[src/rtl/top_pkg.sv]
// Shared types and constant tables for the tone-generator synthesizer.
// The quarter-sine table is built at elaboration by a fixed-point Taylor series.
package top_pkg;

    typedef enum logic [1:0] {
        WAVE_SINE     = 2'd0,
        WAVE_SQUARE   = 2'd1,
        WAVE_TRIANGLE = 2'd2,
        WAVE_SAWTOOTH = 2'd3
    } wave_sel_e;

    // Phase increments for A3 (220 Hz) upward in semitones at 44.1 kHz.
    localparam logic [31:0] PHASE_INC [16] = '{
        32'd21426141, 32'd22700205, 32'd24050030, 32'd25480119,
        32'd26995246, 32'd28600467, 32'd30301139, 32'd32102938,
        32'd34011878, 32'd36034330, 32'd38177043, 32'd40447168,
        32'd42852281, 32'd45400411, 32'd48100060, 32'd50960238
    };

    typedef logic [255:0][15:0] sine_lut_t;

    localparam logic signed [127:0] PI_Q60 = 128'sd3622009729038561421;

    // Entry n is round(32767 * sin(pi/2 * (n + 0.5) / 256)), evaluated in Q60.
    function automatic sine_lut_t build_sine_lut();
        sine_lut_t lut;
        logic signed [127:0] x;
        logic signed [127:0] x2;
        logic signed [127:0] term;
        logic signed [127:0] acc;
        logic signed [127:0] scaled;
        lut = '0;
        for (int n = 0; n < 256; n++) begin
            x    = (PI_Q60 * 128'(2 * n + 1)) >>> 10;
            x2   = (x * x) >>> 60;
            term = x;
            acc  = x;
            for (int k = 1; k <= 10; k++) begin
                term = -(((term * x2) >>> 60) / 128'((2 * k) * (2 * k + 1)));
                acc  = acc + term;
            end
            scaled = (acc * 128'sd32767 + (128'sd1 <<< 59)) >>> 60;
            lut[8'(n)] = scaled[15:0];
        end
        return lut;
    endfunction

    localparam sine_lut_t SINE_LUT = build_sine_lut();

endpackage

[src/rtl/top_sine_lut.sv]
// Quarter-wave sine lookup: folds the top 10 phase bits onto the 256-entry
// table and restores the sign for the lower half of the cycle.
module top_sine_lut
    import top_pkg::*;
(
    input  logic        [9:0]  phase,
    output logic signed [15:0] sine
);

    logic        [7:0]  idx;
    logic signed [15:0] mag;

    // Quadrants 1 and 3 read the table backwards (255 - i).
    assign idx  = phase[8] ? ~phase[7:0] : phase[7:0];
    assign mag  = signed'(SINE_LUT[idx]);
    assign sine = phase[9] ? -mag : mag;

endmodule

[src/rtl/top.sv]
// Waveform synthesizer: phase accumulator, four waveshapes and output scaling.
// Define TOP_GAIN_EN for the percentage gain stage; otherwise output is raw >>> 1.
module top
    import top_pkg::*;
#(
    parameter int CLK_DIV = 256
) (
    input  logic               clk_i,
    input  logic               rst_ni,
    input  logic        [1:0]  wave_sel_i,
    input  logic        [3:0]  freq_sel_i,
    input  logic        [6:0]  gain_i,
    output logic signed [15:0] sample_o,
    output logic               sample_valid_o
);

    localparam int CNT_W = (CLK_DIV > 1) ? $clog2(CLK_DIV) : 1;

    logic        [CNT_W-1:0] cnt_q;
    logic        [31:0]      phase_q;
    logic                    tick;
    wave_sel_e               wave;
    logic        [15:0]      tri_t;
    logic signed [15:0]      sine_val;
    logic signed [15:0]      raw;
    logic signed [15:0]      scaled;

    assign tick = (cnt_q == CNT_W'(CLK_DIV - 1));
    assign wave = wave_sel_e'(wave_sel_i);

    top_sine_lut u_sine (
        .phase (phase_q[31:22]),
        .sine  (sine_val)
    );

    // Triangle folds the second half of the cycle back down.
    assign tri_t = phase_q[31] ? ~phase_q[30:15] : phase_q[30:15];

    always_comb begin
        raw = {~phase_q[31], phase_q[30:16]};
        case (wave)
            WAVE_SINE:     raw = sine_val;
            WAVE_SQUARE:   raw = phase_q[31] ? -16'sd32767 : 16'sd32767;
            WAVE_TRIANGLE: raw = {~tri_t[15], tri_t[14:0]};
            default:       raw = {~phase_q[31], phase_q[30:16]};
        endcase
    end

`ifdef TOP_GAIN_EN
    logic        [6:0]  gain_sat;
    logic        [16:0] gain_scale;
    logic signed [39:0] product;

    // 655/65536 approximates 1/100, so gain_sat * 655 maps percent to Q16.
    assign gain_sat   = (gain_i > 7'd100) ? 7'd100 : gain_i;
    assign gain_scale = 17'(gain_sat) * 17'd655;
    assign product    = 40'(raw) * 40'($signed({1'b0, gain_scale}));
    assign scaled     = 16'(product >>> 16);
`else
    logic unused_gain;

    assign unused_gain = ^gain_i;
    assign scaled      = raw >>> 1;
`endif

    // Divider, accumulator and output registers all advance on the tick edge.
    always_ff @(posedge clk_i or negedge rst_ni) begin
        if (!rst_ni) begin
            cnt_q          <= '0;
            phase_q        <= '0;
            sample_o       <= '0;
            sample_valid_o <= 1'b0;
        end else begin
            sample_valid_o <= 1'b0;
            if (tick) begin
                cnt_q          <= '0;
                phase_q        <= phase_q + PHASE_INC[freq_sel_i];
                sample_o       <= scaled;
                sample_valid_o <= 1'b1;
            end else begin
                cnt_q <= cnt_q + 1'b1;
            end
        end
    end

endmodule

[config.mk]
export PLATFORM = sky130hd
export DESIGN_NAME = top
export DESIGN_NICKNAME = d
export VERILOG_FILES = /design/src/rtl/top_pkg.sv /design/src/rtl/top_sine_lut.sv /design/src/rtl/top.sv
export SDC_FILE = /design/constraint.sdc
export NUM_CORES = 1
export LEC_CHECK = 0
export CORE_ASPECT_RATIO = 0.75
export CORE_MARGIN = 2
export CORE_UTILIZATION = 40
export DETAILED_ROUTE_END_ITERATION = 7
export DONT_BUFFER_PORTS = 1
export PLACE_DENSITY = 0.6
export SLEW_MARGIN = 20
export SYNTH_ARGS = -nofsm -noshare
export SYNTH_HDL_FRONTEND = slang
export SYNTH_HIERARCHICAL = 1
export SYNTH_SLANG_ARGS = --single-unit
[constraint.sdc]
create_clock -name clk_i -period 5 [get_ports clk_i]
set_input_delay 0.75 -clock clk_i [delete_from_list [all_inputs] [get_ports clk_i]]
set_output_delay 0.75 -clock clk_i [all_outputs]
set_load 0.02 [all_outputs]
After elaboration in Yosys (flattened, before gate mapping):

Memories as Yosys holds them, arrays and structs flattened.
Index checks and enable logic that the tools add are counted.

* $add $sub $neg: 3
* multipliers: 0
* divide/modulo/power cells: 0
* magnitude comparators: 2
* equal/unequal tests: 3
* shifts and indexed selects: 0
* mux-type cells: 10
* bitwise logic cells: 5
* reduce and logical (&&, ||, !) cells: 1

Operators with widths (count)
* $mux W16: 4
* $mux W32: 2
* $pmux W16 S3: 1
* $add A32 B32 Y32: 1
* $mux W8: 2
* $neg A16 Y16: 1
* $not A16 Y16: 1
* $lt A8 B9 Y1 const B: 1
* $add A8 B1 Y8 const B: 1
* $eq A8 B8 Y1 const B: 1
* $not A8 Y8: 1
* $ge A5 B5 Y1 const B: 1
* $not A4 Y5: 1
* $eq A2 B1 Y1 const B: 1
* $eq A2 B2 Y1 const B: 1
* $logic_not A2 Y1: 1
* $not A1 Y1: 2
* $mux W1: 1

* flip-flop bits (word level): 56
* bits in latches: 0
* RAM bits: 0
* bits in read-only memories: 4608
* bits of input ports: 15
* output and inout bits: 17
* memories: 2

Memory list
* (no name shown): depth 256, bits a word 16, read ports 1, clocked after memory_dff 0, wr ports 0, RTL line top_sine_lut.sv:15 `assign mag = signed'(SINE_LUT[idx]);`
* (no name shown): depth 16, bits a word 32, read ports 1, clocked after memory_dff 0, wr ports 0, RTL line top.sv:77 `phase_q <= phase_q + PHASE_INC[freq_sel_i];`

Logic depth before layout (Yosys ltp):

* depth in word-level cells: 7
* gate-level depth with buffers: 25
* gate-level depth less buffers: 17

Modules after synthesis:

The synthesis kept the hierarchy.

By module, submodules not included
* top_sine_lut: instances 1, cells an instance 778, area each 4778.3 um2, seq. area each 0.0 um2
* top: instances 1, cells an instance 612, area each 4679.5 um2, seq. area each 1401.3 um2

Least setup slack after synthesis:

OpenSTA, ideal clock, no wires.

* path kind: register to register
* start: reg phase_q[30]
* end: reg sample_o[13]
* data arrival time: 4.864 ns
* required time: 4.867 ns
* path slack: 0.003 ns
* stages on the path, launching flop included: 24
* path buffers: 8
* path through: dfrtp_1 > buf_4 > buf_4 > buf_2 > buf_2 > buf_2 > buf_2 > xor2_1 > ha_1 > clkbuf_1 > nand2_1 > a21oi_1 > o22ai_1 > a32o_1 > a221o_1 > or2_1 > or3b_1 > buf_2 > o41ai_2 > xnor2_1 > a21oi_1 > o22ai_1 > a21oi_1 > o21ai_0

* longest elaborated chain between the ends: 6

RTL lines
* start, declared: RTL line top.sv:20 `logic [31:0] phase_q;`
* start signal, assigned: RTL line top.sv:77
* $mux W8 (*): RTL line top_sine_lut.sv:14 `assign idx = phase[8] ? ~phase[7:0] : phase[7:0];`
* $mem_v2 Z256 W16 (*)
* $mux W16 (not written as such) (*): RTL line top_sine_lut.sv:15
* $neg A16 Y16: RTL line top_sine_lut.sv:16 `assign sine = phase[9] ? -mag : mag;`
* $mux W16 (*): RTL line top_sine_lut.sv:16
* named net sine_val[14]: RTL line top.sv:24 `logic signed [15:0] sine_val;`
* $pmux W16 S3 (*): RTL line top.sv:41 `case (wave)`
* end signal, assigned: RTL line top.sv:78 `sample_o <= scaled;`
* end, declared: RTL line top.sv:13 `output logic signed [15:0] sample_o,`

The timed path passes the listed nets; every way through them passes the cells marked *. The select of a mux whose other input is x is not followed.
A chain may end at the register's enable or synchronous reset.

Final worst setup path:

* start: reg phase_q[30]
* end: reg sample_o[9]

Same word-level chain as after synthesis.

==> impl_metrics.yaml <==
run_status:
  status: "finished clean"
global_routing:
  grt_pass1_wl_mm: 63.9
  grt_pass1_vias: 9704
  grt.total_usage: 0.342
  gr-total-overflow: 0
  antenna_found_initial: 1
  grt_max_degree: 57
drt:
  vias: 11400
  dr.first_iter.drc_count: 2480
  drtAntennaViolNets: 0
  detail_route.first_pass.iterations: 6
  wl_per_cell_um: 26.1
  wl_mm: 43.5
  via_per_inst: 6.82
  drc_errors: 0
finish:
  nets: 1425
  final-seq-area_um2: 1410
  area_delta_synth_final_pct: 8.06
  multi_input_area_um2: 7370
  num-fill-cells: 2359
  drive_gt1_frac: 0.124
  final_core_util: 0.442
clock_tree:
  cts_buffer_depth: 2
  cts_tree: "built"
  cts_buffers: 5
  clk_latency_ps: 300
  clock_sinks: 56
  cts_hold_buf: 0
  path_clk_slew_ps: 80
  h-tree-depth: 2
  root_buffer: "clkbuf_16"
placed_design:
  place.gp.congestion: 1.07
  dp_hpwl_mm: 32.9
  io_buffers: 0
floorplanning:
  die_x_um: 182
  pin_count: 32
  dieArea_um2: 24900
  start_util: 0.409
  dieHeight_um: 137
  std_cell_rows: 48
  core_region_area_um2: 23100
power:
  power.density_nw_per_um2: 109
  p_leak_nw: 4.07
  vdd_drop_max_mv: 0.116
logic_synthesis:
  synthAdderAreaFrac: 0.0603
  muxShareOfSynthArea: 0.0233
  synth_top_family_by_area: "compound AO/OA/AOI/OAI gates"
  yosys_warnings: 6
  synth_ff_type: "dfrtp_1"
  async_reset_ff_frac: 1.00
  syn_area_um2: 9460
  yosysSeqAreaShare: 0.148
  synthSimpleGateAreaFrac: 0.247
  syn_inst: 1390
  synth_seq_cells: 56
  syn-mean-instance-area_um2: 6.80
  synth-compound-area-share: 0.399
  synth_cell_types: 100
  yosys.area_share.xor_xnor: 0.0454
  synth_edf_count: 0
  synth_nets: 1450
setup_path:
  r2r.worst_path.cells: 17
  critPathLaunchType: "flip-flop"
  path_class: "reg -> reg"
  crit_fanout: 8
  required_ps: 5160
  cp.arrival_ps: 5030
  crit_path_end_kind: "flip-flop"
sta:
  slew_violations: 0
  setup_viol: 0
  worst_pin_slew_ps: 1000
  period_share: 0.973
  hold_viol: 0
  relSlewSlack: 0.330
  setup_tns_ps: 0
  fmax_ghz: 0.206
  clock_skew_ps: 6.90
  min_period_ps: 4860
  rsz0062_at_grt: "false"
run:
  cap_violations: 0
min_path:
  hold_path.class: "in -> async"
worst max-delay path, cell delays in order, from the launching register on:
cell      delay, ps
dfrtp_2         530
xor2_2          250
inv_1           210
ha_1            330
buf_4           220
nand2_1         260
a31oi_1         400
a21o_1          130
a222oi_1         80
nor3_1          630
a211o_1         280
nand4_1         280
o21ai_0         330
xnor2_1         100
a21oi_1         140
o22ai_1         110
a21oi_1         280
o21ai_0         140
path summary, 6_finish.rpt:
kind	startpoint	to	slack, ps
worst min-delay path	rst_ni	sample_o[4]	140
worst min register to register	phase_q[0]	phase_q[0]	480
max in group asynchronous	rst_ni	phase_q[30]	4750
worst max-delay path	phase_q[30]	sample_o[9]	140
worst max register to register	phase_q[30]	sample_o[9]	140
min in group clk_i	phase_q[0]	phase_q[0]	480
repair_timing:
action,in CTS,in global routing
endpoints found under the setup margin,0,6
resized for setup,0,6
buffers inserted,0,2
metrics by stage:
step	instance area [um^2]	setup slack, ps	cells	power (mW)	hold slack, ps
after floorplan	9460	2.64	1390	0.698	448
after global placement	10000	294	1656	0.749	456
after detailed placement	10000	228	1656	0.752	456
after CTS	10200	171	1664	1.11	134
after global routing	10200	80.3	1666	1.17	124
final	10200	136	1667	1.11	135
layer usage:
layer  share of wire  track usage  vias up
met5         0.00030            0        -
met4           0.021       0.0668        2
met3            0.16        0.123       94
met2            0.35        0.417      830
met1            0.46        0.543     5321
li1                -            -     5123
sequential cells by signal (all words and copies together), names as in the netlist:
register        cells
phase_q            32
cnt_q               8
sample_o           15
sample_valid_o      1
cell usage after synthesis (all sizes together), types with 16 or more instances:
library cell,count,share of area
a21oi,208,0.11
nand2,144,0.057
o21ai,130,0.070
nor2,107,0.043
clkbuf,76,0.030
buf,56,0.034
dfrtp,56,0.15
o22ai,50,0.034
ha,44,0.058
nand2b,34,0.022
a211oi,28,0.023
inv,28,0.011
xnor2,28,0.026
nor2b,24,0.016
nor3,21,0.012
xor2,21,0.019
nand3,20,0.011
o31ai,19,0.016
a31oi,17,0.011
a22oi,16,0.013
o211ai,16,0.013
or2,16,0.011
cell usage in the layout (no fill, tap or decap), types with 27 or more instances in the layout:
master    count
a21oi_1     203
nand2_1     143
o21ai_0     128
nor2_1      106
buf_4        96
dfrtp_1      52
o22ai_1      49
ha_1         44
nand2b_1     34
inv_1        28
a211oi_1     27
xnor2_1      27
final cells by class:
cell class / count / area share
repair buffers: 100 / 0.0784
inverters: 31 / 0.0114
diodes: 1 / 0.000245
clock buffers: 7 / 0.0130
well taps: 300 / 0.0367
multi-input cells: 1171 / 0.722
clock inverters: 1 / 0.000857
flip-flops and latches: 56 / 0.138
report_power, final:
part,leakage (nW),switching [mW],internal [mW]
clock,0.0681,0.174,0.188
combinational,3.45,0.187,0.114
sequential,0.556,0,0.452
logic make-up after synthesis:
group | Yosys count
compound gates | 596
xor+xnor | 49
fa+ha+maj | 45
buf+inv | 163
flops | 56
mux | 19
simple gates | 462
Power figures use the tool's default switching activity.
